**src/rtl/cpu_io_pkg.sv**
```systemverilog
// Shared types for the CPU serial I/O blocks (receiver now, transmitter later).
// Latency: n/a (types and constants only).
// Backpressure: n/a.
package cpu_io_pkg;

  // Receiver frame-tracking states.
  typedef enum logic [2:0] {
    IDLE,
    START,
    DATA,
    STOP,
    WAIT_IDLE
  } rx_state_t;

  // Default oversampling: Clk cycles per serial bit.
  localparam int DEFAULT_CLKS_PER_BIT = 16;

endpackage

```
**src/rtl/sync_2ff.sv**
```systemverilog
// Generic two-flop synchroniser for a single asynchronous input.
// Latency: 2 Clk cycles from Din to Dout.
// Backpressure: none; Dout follows Din continuously.
module sync_2ff #(
  parameter logic RESET_VALUE = 1'b1
) (
  input  logic Clk,
  input  logic Rst,
  input  logic Din,
  output logic Dout
);

  logic meta;

  // Two back-to-back flops; the first may go metastable, the second settles it.
  always_ff @(posedge Clk) begin
    if (Rst) begin
      meta <= RESET_VALUE;
      Dout <= RESET_VALUE;
    end else begin
      meta <= Din;
      Dout <= meta;
    end
  end

endmodule

```
**src/rtl/uart_rx_port.sv**
```systemverilog
// 8N1 UART receiver feeding the CPU input port register (Output + Write strobe).
// Latency: Write rises CLKS_PER_BIT/2+(WIDTH_DATA_LENGTH+1)*CLKS_PER_BIT+3 cycles after the start-bit falling edge on Rx.
// Backpressure: none; the port latches Output on the Write strobe and must always accept it.
module uart_rx_port
  import cpu_io_pkg::*;
#(
  parameter int WIDTH_DATA_LENGTH = 8,
  parameter int CLKS_PER_BIT      = DEFAULT_CLKS_PER_BIT
) (
  input  logic                         Clk,
  input  logic                         Rst,
  input  logic                         Rx,
  output logic [WIDTH_DATA_LENGTH-1:0] Output,
  output logic                         Write,
  output logic                         FrameErr,
  output logic                         Busy
);

  localparam int CNT_W = $clog2(CLKS_PER_BIT);
  localparam int IDX_W = $clog2(WIDTH_DATA_LENGTH + 1);

  // Counter terminal values: half a bit to reach mid start bit, a full bit thereafter.
  localparam logic [CNT_W-1:0] HALF_LAST = CNT_W'(CLKS_PER_BIT / 2 - 1);
  localparam logic [CNT_W-1:0] FULL_LAST = CNT_W'(CLKS_PER_BIT - 1);
  localparam logic [IDX_W-1:0] LAST_IDX  = IDX_W'(WIDTH_DATA_LENGTH - 1);

  logic                         rx_s;
  rx_state_t                    state, state_nxt;
  logic [CNT_W-1:0]             cnt, cnt_nxt;
  logic [IDX_W-1:0]             idx, idx_nxt;
  logic [WIDTH_DATA_LENGTH-1:0] shreg, shreg_nxt;
  logic [WIDTH_DATA_LENGTH-1:0] out_nxt;
  logic                         wr_nxt;
  logic                         fe_nxt;

  sync_2ff #(
    .RESET_VALUE(1'b1)
  ) u_rx_sync (
    .Clk  (Clk),
    .Rst  (Rst),
    .Din  (Rx),
    .Dout (rx_s)
  );

  // State, counters, shift register and registered outputs.
  always_ff @(posedge Clk) begin
    if (Rst) begin
      state    <= IDLE;
      cnt      <= '0;
      idx      <= '0;
      shreg    <= '0;
      Output   <= '0;
      Write    <= 1'b0;
      FrameErr <= 1'b0;
    end else begin
      state    <= state_nxt;
      cnt      <= cnt_nxt;
      idx      <= idx_nxt;
      shreg    <= shreg_nxt;
      Output   <= out_nxt;
      Write    <= wr_nxt;
      FrameErr <= fe_nxt;
    end
  end

  // Frame sequencing: every sample point falls on a counter wrap.
  always_comb begin
    state_nxt = state;
    cnt_nxt   = cnt + 1'b1;
    idx_nxt   = idx;
    shreg_nxt = shreg;
    out_nxt   = Output;
    wr_nxt    = 1'b0;
    fe_nxt    = 1'b0;
    case (state)
      IDLE: begin
        cnt_nxt = '0;
        if (!rx_s) state_nxt = START;
      end
      START: begin
        if (cnt == HALF_LAST) begin
          cnt_nxt = '0;
          if (rx_s) begin
            // Line back high by mid start bit: glitch, not a frame.
            state_nxt = IDLE;
          end else begin
            state_nxt = DATA;
            idx_nxt   = '0;
          end
        end
      end
      DATA: begin
        if (cnt == FULL_LAST) begin
          cnt_nxt   = '0;
          // LSB arrives first, so shift right and insert at the top.
          shreg_nxt = {rx_s, shreg[WIDTH_DATA_LENGTH-1:1]};
          if (idx == LAST_IDX) state_nxt = STOP;
          else                 idx_nxt   = idx + 1'b1;
        end
      end
      STOP: begin
        if (cnt == FULL_LAST) begin
          cnt_nxt = '0;
          if (rx_s) begin
            // Back to IDLE mid stop bit so a following start edge is not missed.
            out_nxt   = shreg;
            wr_nxt    = 1'b1;
            state_nxt = IDLE;
          end else begin
            fe_nxt    = 1'b1;
            state_nxt = WAIT_IDLE;
          end
        end
      end
      WAIT_IDLE: begin
        // A held-low (break) line must not look like a stream of start bits.
        cnt_nxt = '0;
        if (rx_s) state_nxt = IDLE;
      end
      default: begin
        cnt_nxt   = '0;
        state_nxt = IDLE;
      end
    endcase
  end

  assign Busy = (state != IDLE);

endmodule

```
**config.mk**
```make
export PLATFORM = sky130hd
export DESIGN_NAME = uart_rx_port
export DESIGN_NICKNAME = d
export VERILOG_FILES = /design/src/rtl/cpu_io_pkg.sv /design/src/rtl/sync_2ff.sv /design/src/rtl/uart_rx_port.sv
export SDC_FILE = /design/constraint.sdc
export NUM_CORES = 1
export LEC_CHECK = 0
export ABC_CLOCK_PERIOD_IN_PS = 1700
export CAP_MARGIN = 40
export CORE_MARGIN = 2
export CORE_UTILIZATION = 49
export CTS_CLUSTER_DIAMETER = 120
export DETAILED_ROUTE_END_ITERATION = 16
export PLACE_DENSITY = 0.73
export SLEW_MARGIN = 20
export SYNTH_ARGS = -nofsm -noshare
export SYNTH_HDL_FRONTEND = slang
export SYNTH_SLANG_ARGS = --single-unit
```
**constraint.sdc**
```tcl
create_clock -name Clk -period 1.7 [get_ports Clk]
set_clock_uncertainty 0.1 [all_clocks]
set_input_delay 0.34 -clock Clk [delete_from_list [all_inputs] [get_ports Clk]]
set_output_delay 0.34 -clock Clk [all_outputs]
set_load 0.01 [all_outputs]
```
* After elaboration in Yosys (flattened, before gate mapping) *
Index checks and enable logic that the tools add are counted.
Widths: inputs -> output; s select.

storage, ports and cells
  register bits = 31
  latch bits = 0
  RAM bits = 0
  memory bits (read-only) = 0
  input port bits = 3
  output and inout bits = 11
  logic and storage cells = 56
  memories = 0

cells by class
  add/sub/neg operators = 2
  multipliers = 0
  divide/modulo/power cells = 0
  $lt $le $gt $ge = 0
  equal/unequal tests = 15
  shift operators = 0
  muxes and demuxes = 19
  bitwise gates (word level) = 2
  reduce and logical (&&, ||, !) cells = 9

operators with widths
  kind                 count
  $mux 4               6
  $mux 3               7
  $pmux 4 s2           2
  $pmux 3 s5           1
  $ne 2x2->1 const B   7
  $add 4x1->4 const B  2
  $eq 4x3->1 const B   2
  $eq 3x2->1 const B   2
  $reduce_and 6->1     1
  $reduce_and 5->1     1
  $eq 4x4->1 const B   1
  $eq 3x1->1 const B   1
  $eq 3x3->1 const B   1
  $logic_not 3->1      1
  $reduce_and 3->1     1
  $reduce_bool 3->1    1
  $reduce_or 3->1      1
  $mux 1               2
  $mux 2               1
  $ne 2x1->1 const B   1
  $not 1->1            2
  $reduce_and 2->1     1
  $reduce_bool 2->1    1
  $reduce_or 2->1      1

* Depth between registers and ports, before layout *
Gate-level depths: netlist of the first run.

  depth in word-level cells = 4
  mapped depth = 7
  mapped depth without buffers = 5

* By module *
Synthesis of the first run repeated with hierarchy kept, for this count alone.

unflattened totals
  cell total of the unflattened synthesis = 130
  area, all modules = 1285.0 µm²

modules (own cells, without submodules)
  module        times used  cells each  area each (µm²)  sequential area each (µm²)
  uart_rx_port  1           126         1232.4           580.6
  sync_2ff      1           4           52.6             40.0

* Worst setup path before layout of the first run *
OpenSTA, ideal clock, no wires.

  path kind = register -> register
  from = register cnt[0]
  to = register idx[3]
  setup time = 73 ps
  data arrival time = 1628 ps
  data required time = 1527 ps
  slack = -101 ps
  stages on the path, launching flop included = 7
  buffers on the path = 1
  period minus slack after synthesis = 1801 ps
  path through = dfxtp_1 ha_1 buf_2 nand2_1 or2_2 or4b_4 o211ai_2

between the ends
  word-level cells in the longest chain between the ends = 3
  elaborated cells between the ends (all ways) = 5
  classes of those cells = 4 x eq/ne; 1 x reduce/logical

ends and longest elaborated chain
  what                                             RTL line                                RTL
  start, declared                                  uart_rx_port.sv:29                      logic [CNT_W-1:0] cnt, cnt_nxt;
  start signal, assigned                           uart_rx_port.sv:57                      cnt <= cnt_nxt;
  $eq 4x4->1 / $eq 4x3->1 (equally long branches)  uart_rx_port.sv:93, uart_rx_port.sv:81
  $ne 2x2->1 (no source line)                      --
  $reduce_and 5->1 (no source line) (*)            --
  end signal, assigned                             uart_rx_port.sv:58                      idx <= idx_nxt;
  end, declared                                    uart_rx_port.sv:30                      logic [IDX_W-1:0] idx, idx_nxt;

Mark *: on every way between the ends. The rest lies on a longest branch, timed or not.
A chain may end at the register's enable or synchronous reset.

* Worst setup path in the final report of the first run *
  from = register state[0]
  to = register idx[3]

between the ends
  word-level cells in the longest chain between the ends = 3
  elaborated cells between the ends (all ways) = 9
  classes of those cells = 6 x eq/ne; 1 x mux; 2 x reduce/logical

ends and longest elaborated chain
  what                                                                     RTL line            RTL
  start, declared                                                          uart_rx_port.sv:28  rx_state_t state, state_nxt;
  start signal, assigned                                                   uart_rx_port.sv:56  state <= state_nxt;
  $eq 3x1->1 / $eq 3x2->1 (equally long branches)                          uart_rx_port.sv:75  case (state)
  $ne 2x2->1 (no source line) / $reduce_bool 2->1 (equally long branches)  --
  $reduce_and 5->1 (no source line)                                        --

Several ways; a longest one is shown, not always the timed one.

==> metrics.md, run 1 <==
| Metric | Value |
|---|---|
| Status | completed |
| Leakage | 0.781 nW |
| Flops & latches, synth | 31 |
| Clock power share | 0.408 |
| Synth top cells by count | dfxtp_1, nor2_1, mux2i_1 |
| Async SR Flop Fraction | 0 |
| Routing usage on met2 | 0.269 |
| ANT cells | 0 |
| Final period util | 0.992 |
| P per Cell Area | 764 nW/µm² |
| HP Start | u_rx_sync.meta |
| Met3 global-route usage | 0.0515 |
| Final GP Congestion | 0.781 |
| Total number of vias | 1062 |
| Main flop type after synthesis | dfxtp_1 |
| Placement row count | 18 |
| GRT Total Usage | 0.173 |
| Sink of the worst hold path | u_rx_sync.Dout |
| # port buffers | 13 |
| DP HPWL | 1.76 mm |
| GRT overflow | 0 |
| # DRC | 0 |
| Peak supply drop | 0.000669 V |
| TritonCTS clock tree | built |
| Largest net degree at the start of global routing | 23 |
| Mapped Avg Cell Area | 9.55 µm² |
| Max_cap viols | 0 |
| Vias in the first global route | 980 |
| Synth area leaders | dfxtp_1, mux2i_1, nor2_1 |
| Post-Syn Area | 1300 µm² |
| Clk pin slew, worst setup/hold paths | 0.10 ns |
| Multi-input gate area | 649 µm² |
| Layout cells sized above 1 | 0.271 |
| Critical path startpoint category | register |
| H-tree Lvls | 2 |
| Sequential cell area | 629 µm² |
| Reg-to-reg endpoint | idx[3] |
| Post-CTS Hold Fix Bufs | 0 |
| Filler cell count | 200 |
| Sw frac | 0.198 |
| Fmax | 0.593 GHz |
| Worst hold stages | 1 |
| Comb pwr share | 0.036 |
| Reg2Reg Depth | 4 |
| Dpl cells | 189 |
| Fin cells | 200 |
| Number of vias per cell | 5.31 |
| Register share of total power | 0.556 |
| I/O pin cnt | 14 |
| RSZ-0062 raised after global routing | yes |
| Avg WL per Cell | 12.8 µm |
| Worst Path Class, Setup | reg -> reg |
| Busiest layer in global routing | met2 |
| Distinct cells, synth | 31 |
| Number of synthesized flops with an enable pin | 0 |
| Final Hold Fails | 0 |
| Area delta synth->final | 32.7% |
| DIE HEIGHT | 55.5 µm |
| Clock root buffer master | clkbuf_4 |
| Slew Viols, Final | 0 |
| Initial Util | 0.520 |
| Min Tclk post-route | 1.69 ns |
| Starting DRT DRC Count | 20 |
| Worst-margin pin slew | 0.503 ns |
| Critical path's slowest cell | or4b_4 |
| Fin Hold WS | 0.314 ns |
| Syn Inst Count | 136 |
| Final ANT Viol Nets | 0 |
| Total iterations of the first detailed-routing run | 4 |
| # clock sinks | 31 |
| Global-route track usage on met1 | 0.221 |
| Critical path arrival | 1.83 ns |
| Synthesized Nets | 141 |
| Critical Path RT | 1.85 ns |
| Hold Path Class | reg -> reg |
| Max-slew headroom | 0.661 |
| Total CTS buffers | 5 |
| Critical path buffers and inverters | 0 |
| Clock latency on the worst-skew pair | 0.32 ns |
| Maximum clock path buffer count | 2 |
| Register area share after synthesis | 0.478 |
| Share of the synthesized area in the top cell type | 0.478 |
| First-pass GRT wire length | 4.24 mm |
| Yosys warnings | 0 |
| Post-synth top area cell | dfxtp_1 |
| Crit-path max cell delay | 0.48 ns |
| R2r setup slk | 0.01 ns |
| Die area | 3080 µm² |
| Delay-heaviest family, CP | simple AND/OR/NAND/NOR gates |
| Sw Pwr | 0.000260 W |
| # setup viols final | 0 |
| Core region area | 2500 µm² |
| Initial antenna violation count | 0 |
| Post-Route WL | 2.55 mm |
| R2r startpoint | state[0] |
| Nets | 175 |
| Most frequent cell after synthesis | dfxtp_1 |
| CP cell instances | or3b_4 > o21bai_4 > or4b_4 > o211ai_2 |
| Internal | 0.00106 W |
| CP Capture Type | register |
| Worst-path fanout max | 5 |
| Die X | 55.5 µm |
[worst register-to-register path: stages (launching register included)]
cell and delay, ns:
dfxtp_4 0.37, or3b_4 0.40, o21bai_4 0.20, or4b_4 0.48
o211ai_2 0.07
[what timing repair did]
action | CTS | global route
pin swaps | 1 | 4
buffers inserted | 0 | 3
resized for setup | 11 | 9
cloned | 1 | 0
setup endpoints to repair | 9 | 14
[per-layer routing]
layer	share of wire	routed length [µm]
met2	0.49	1260
met4	0.011	27
met5	0	0
met3	0.037	94
met1	0.46	1170
[worst max-delay path by stage]
stage              from        end  slack, ns  cells after the start
3_3_place_gp     cnt[1]  Output[0]      -0.01                      6
5_1_grt          cnt[0]  Output[6]      -0.08                      6
2_1_floorplan  state[0]     idx[3]      -0.01                      5
3_5_place_dp     cnt[1]  Output[4]      -0.08                      6
6_report       state[0]     idx[3]       0.01                      4
4_1_cts        state[2]       Busy     -0.005                      2
[power groups by stage]
| stage | registers (W) | logic (W) | clock network [W] |
|---|---|---|---|
| 6_report | 0.000733 | 0.0000478 | 0.000537 |
| 5_1_grt | 0.000733 | 0.0000525 | 0.000581 |
| 4_1_cts | 0.000733 | 0.0000451 | 0.000544 |
| 2_1_floorplan | 0.000749 | 0.0000265 | 0 |
| 3_3_place_gp | 0.000750 | 0.0000452 | 0 |
| 3_5_place_dp | 0.000750 | 0.0000457 | 0 |
[logic make-up (layout without fill, tap and decap cells)]
group                    after synthesis  in the layout  share of synthesized area
buffers and inverters                 11             45                     0.0414
AO/OA/AOI/OAI                         14             14                     0.0800
flip-flops                            31             31                      0.478
AND/OR/NAND/NOR                       58             58                      0.230
XOR/XNOR                               3              3                     0.0202
multiplexers                          17             17                      0.131
adder cells (fa/ha/maj)                2              2                     0.0193
[layout by cell type (no fill, tap or decap), types with 3 or more instances in the layout]
master           instances
dfxtp_1                 26
buf_4                   19
dfxtp_2                  4
nor2_1                  25
nand2b_1                 4
clkbuf_4                 5
o21ai_0                  3
mux2i_1                 17
clkdlybuf4s50_1          9
dlymetal6s2s_1           3
inv_1                    3
nand2_1                  8
buf_6                    3
nand3_1                  4
a21oi_1                  4
[layout make-up]
type,count,share of cell area
Multi-Input combinational cell,94,0.377
Sequential cell,31,0.365
Timing Repair Buffer,35,0.188
Clock buffer,6,0.0240
Tap cell,30,0.0218
Clock inverter,1,0.0174
Inverter,3,0.00654
[flip-flops by register name (all words and copies together) (netlist names)]
signal / count
cnt: 4
idx: 4
u_rx_sync.meta: 1
shreg: 8
Output: 8
u_rx_sync.Dout: 1
Write: 1
state: 3
FrameErr: 1
[per-stage QoR]
stage / setup TNS, ns / power (W) / setup slack (ns) / instance area (µm²) / util
floorplan: -0.0108 / 0.000775 / -0.0108 / 1320 / -
global placement: -0.0379 / 0.000795 / -0.0113 / 1580 / 0.632
detailed placement: -0.559 / 0.000795 / -0.0794 / 1580 / 0.632
CTS: -0.00534 / 0.00132 / -0.00534 / 1680 / 0.670
global route: -0.536 / 0.00137 / -0.0837 / 1720 / 0.689
finish: 0 / 0.00132 / 0.0138 / 1720 / 0.689
(Power assumes the default switching activity.)
==> run 2: changes to the inputs <==
- MAX_ROUTING_LAYER: not set -> met4
==> metrics.md, run 2 (synthesis gave the netlist of run 1 again) <==
| Metric | Value |
|---|---|
| Die X | 55.5 µm |
| Final GP Congestion | 0.791 |
| I/O pin cnt | 14 |
| Post-Route WL | 2.52 mm |
| Placement row count | 18 |
| Worst-margin pin slew | 0.492 ns |
| CP Capture Type | register |
| Total iterations of the first detailed-routing run | 4 |
| # DRC | 0 |
| Reg2Reg Depth | 4 |
| Filler cell count | 200 |
| Max_cap viols | 0 |
| Fin cells | 200 |
| Min Tclk post-route | 1.69 ns |
| Vias in the first global route | 978 |
| DIE HEIGHT | 55.5 µm |
| HP Start | u_rx_sync.meta |
| Avg WL per Cell | 12.6 µm |
| Initial Util | 0.520 |
| Final Hold Fails | 0 |
| Layout cells sized above 1 | 0.271 |
| Critical path startpoint category | register |
| # setup viols final | 0 |
| Clock root buffer master | clkbuf_4 |
| Worst-path fanout max | 5 |
| ANT cells | 0 |
| Worst Path Class, Setup | reg -> reg |
| # clock sinks | 31 |
| Nets | 175 |
| H-tree Lvls | 2 |
| Core region area | 2500 µm² |
| CP startpoint | state[0] |
| # port buffers | 13 |
| Number of vias per cell | 5.23 |
| R2r startpoint | state[0] |
| Reg-to-reg endpoint | idx[3] |
| First-pass GRT wire length | 4.24 mm |
| Initial antenna violation count | 0 |
| R2r setup slk | 0.01 ns |
| Commonest non-fill, non-tap cell in the layout | dfxtp_1 |
| Dpl cells | 189 |
| Starting DRT DRC Count | 18 |
| Maximum clock path buffer count | 2 |
| Fmax | 0.592 GHz |
| Setup crit end | idx[3] |
| GRT overflow | 0 |
| Multi-input gate area | 649 µm² |
| TritonCTS clock tree | built |
| Slew Viols, Final | 0 |
| Status | completed |
| P per Cell Area | 763 nW/µm² |
| Sequential cell area | 629 µm² |
| Hold Path Class | reg -> reg |
| DP HPWL | 1.76 mm |
| Total CTS buffers | 5 |
| Most frequent cells in the layout | dfxtp_1, nor2_1, buf_4, mux2i_1, clkdlybuf4s50_1 |
| Total number of vias | 1046 |
| Clk pin slew, worst setup/hold paths | 0.09 ns |
| Leakage | 0.781 nW |
| Final ANT Viol Nets | 0 |
| Peak supply drop | 0.000669 V |
| Final period util | 0.993 |
| Regs by FF count | Output x8, shreg x8 |
| Die area | 3080 µm² |
| Critical Path RT | 1.85 ns |
| Finished Core Util | 0.689 |
| RSZ-0062 raised after global routing | yes |
| Clock latency on the worst-skew pair | 0.32 ns |
| Critical path arrival | 1.84 ns |
| Largest net degree at the start of global routing | 23 |
| GRT Total Usage | 0.178 |
| Area delta synth->final | 32.7% |
| Max-slew headroom | 0.668 |
-- run 2: cell counts in the layout (fill, tap and decap cells not counted) --
No cell type changed its count.
-- run 2: critical path, cell delays in order, from the launching register on --
cell and delay [ns]:
dfxtp_4 0.37, or3b_4 0.40, o21bai_4 0.20, or4b_4 0.48
o211ai_2 0.07
-- run 2: final cells by class --
class | count | area share
multi-input combinational | 94 | 0.377
sequential | 31 | 0.365
timing repair buffer | 35 | 0.188
clock buffer | 6 | 0.0240
tap | 30 | 0.0218
clock inverter | 1 | 0.0174
inverter | 3 | 0.00654
-- run 2: power by group --
part           leakage (nW)  internal (W)  switching (W)  total (W)
combinational         0.490     0.0000246      0.0000230  0.0000476
sequential            0.253      0.000729     0.00000338   0.000733
clock                0.0383      0.000303       0.000231   0.000534
-- run 2: worst min path at each step --
stage / to / slack, ns / cells past startpoint
2_1_floorplan: u_rx_sync.Dout / 0.29 / 1
3_3_place_gp: u_rx_sync.Dout / 0.29 / 1
3_5_place_dp: u_rx_sync.Dout / 0.30 / 1
4_1_cts: u_rx_sync.Dout / 0.32 / 1
5_1_grt: u_rx_sync.Dout / 0.34 / 1
6_report: u_rx_sync.Dout / 0.32 / 1
-- run 2: layer usage --
layer / track usage / part of all wire / up-vias
li1: - / - / 531
met1: 0.221 / 0.46 / 495
met2: 0.269 / 0.49 / 16
met3: 0.0515 / 0.032 / 4
met4: 0.0801 / 0.011 / 0
met5: - / 0 / -
-- run 2: timing repair --
| action | in CTS | in global routing |
|---|---|---|
| gates cloned | 1 | 0 |
| setup buffers | 0 | 3 |
| setup endpoints to repair | 9 | 14 |
| hold buffers | 0 | 0 |
| gates resized for setup | 11 | 9 |
| pin swaps | 1 | 4 |
-- run 2: stage by stage --
step	TNS, ns	instance area (µm²)	total power [W]	hold WS [ns]	setup WS (ns)
4_1_cts	-0.00534	1680	0.00132	0.322	-0.00534
3_3_place_gp	-0.0379	1580	0.000795	0.294	-0.0113
3_5_place_dp	-0.559	1580	0.000795	0.299	-0.0794
5_1_grt	-0.537	1720	0.00137	0.344	-0.0837
6_report	0	1720	0.00131	0.318	0.0116
2_1_floorplan	-0.0108	1320	0.000775	0.289	-0.0108
==> run 3: changes to the inputs <==
- CORE_ASPECT_RATIO: not set -> 2
- SKIP_CTS_REPAIR_TIMING: not set -> 1
==> metrics.md, run 3 (synthesis gave the netlist of run 1 again) <==
| Metric | Value |
|---|---|
| Critical path startpoint category | register |
| CP cell instances | or3b_4 > o21bai_4 > or4b_4 > o211ai_2 |
| Vias in the first global route | 1096 |
| Most frequent cells in the layout | dfxtp_1, nor2_1, buf_4, mux2i_1, clkdlybuf4s50_1 |
| RSZ-0062 raised after global routing | yes |
| Total number of vias | 1082 |
| Critical Path RT | 1.82 ns |
| Post-Route WL | 3.01 mm |
| Critical path's slowest cell | or4b_4 |
| Crit-path max cell delay | 0.48 ns |
| Area delta synth->final | 35.0% |
| GRT overflow | 0 |
| Clk pin slew, worst setup/hold paths | 0.07 ns |
| TritonCTS clock tree | built |
| Placement row count | 26 |
| Layout cells sized above 1 | 0.285 |
| Max-slew headroom | 0.666 |
| Worst Path Class, Setup | reg -> reg |
| Commonest non-fill, non-tap cell in the layout | dfxtp_1 |
| Finished Core Util | 0.691 |
| GRT Total Usage | 0.227 |
| Total CTS buffers | 5 |
| Total iterations of the first detailed-routing run | 4 |
| Die area | 3100 µm² |
| Nets | 176 |
| ANT cells | 0 |
| CP Capture Type | register |
| # DRC | 0 |
| Final ANT Viol Nets | 0 |
| Worst-path fanout max | 4 |
| Min Tclk post-route | 1.69 ns |
| Worst-margin pin slew | 0.495 ns |
| Critical path arrival | 1.80 ns |
| Final Hold Fails | 0 |
| P per Cell Area | 812 nW/µm² |
| Final Total Pwr | 0.00142 W |
| Clock latency on the worst-skew pair | 0.28 ns |
| Starting DRT DRC Count | 18 |
| H-tree Lvls | 2 |
| Setup TNS | 0 ns |
| Number of vias per cell | 5.41 |
| Initial antenna violation count | 0 |
| Fin Hold WS | 0.315 ns |
| # port buffers | 13 |
| Initial Util | 0.512 |
| Hold Path Class | reg -> reg |
| DP HPWL | 2.16 mm |
| Status | completed |
| Largest net degree at the start of global routing | 22 |
| Max_cap viols | 0 |
| Regs by FF count | Output x8, shreg x8 |
| Die X | 40.4 µm |
| Fmax | 0.593 GHz |
| Avg WL per Cell | 15.1 µm |
| Slew Viols, Final | 0 |
| Final GP Congestion | 0.786 |
| Leakage | 0.744 nW |
| Peak supply drop | 0.000621 V |
| # setup viols final | 0 |
| First-pass GRT wire length | 4.68 mm |
| # clock sinks | 31 |
| Final period util | 0.991 |
| Clock root buffer master | clkbuf_8 |
| Core region area | 2540 µm² |
| I/O pin cnt | 14 |
| DIE HEIGHT | 76.8 µm |
| Maximum clock path buffer count | 2 |
-- run 3: changes by cell type in the layout (fill, tap and decap cells not counted), sizes merged --
cell / previous run / this run
bufinv: 1 / 0
clkdlybuf4s50: 9 / 12
clkbuf: 6 / 9
dlymetal6s2s: 3 / 0
-- run 3: metrics by stage --
stage / instance area [µm²] / setup WS [ns] / instances
after floorplan: 1320 / -0.0108 / 136
after global placement: 1600 / -0.0112 / 190
after detailed placement: 1600 / -0.0442 / 190
after CTS: 1700 / -0.326 / 198
after global routing: 1750 / -0.0759 / 200
final: 1750 / 0.0149 / 200
-- run 3: final cells by class --
class | instances | area, µm²
Sequential cell | 31 | 627
Clock buffer | 8 | 100
Multi-Input combinational cell | 94 | 658
Tap cell | 28 | 35.0
Fill cell | 206 | 785
Timing Repair Buffer | 36 | 322
Inverter | 3 | 11.3
-- run 3: metal layers --
metal | GRT usage | vias to the layer above | part of all wire | routed length (µm)
met4 | 0.110 | 0 | 0.035 | 106
met1 | 0.205 | 517 | 0.35 | 1050
met3 | 0.0694 | 10 | 0.039 | 117
met2 | 0.389 | 26 | 0.58 | 1730
met5 | - | - | 0 | 0
li1 | - | 529 | - | -
-- run 3: where the power goes --
part	internal [W]	switching (W)
clock	0.000369	0.000272
sequential	0.000731	0.00000342
combinational	0.0000246	0.0000246
-- run 3: worst paths after layout --
path         slack, ns              to      startpoint  depth (start not counted)
max               0.01          idx[3]        state[2]                          4
min reg2reg       0.31  u_rx_sync.Dout  u_rx_sync.meta                          1
min               0.31  u_rx_sync.Dout  u_rx_sync.meta                          1
max reg2reg       0.01          idx[3]        state[2]                          4
-- run 3: worst max-delay path: cells and delay by family, from the launching register on --
kind | cells | cell delay, ns
AND/OR/NAND/NOR | 2 | 0.91
flip-flops | 1 | 0.34
AO/OA/AOI/OAI | 2 | 0.27
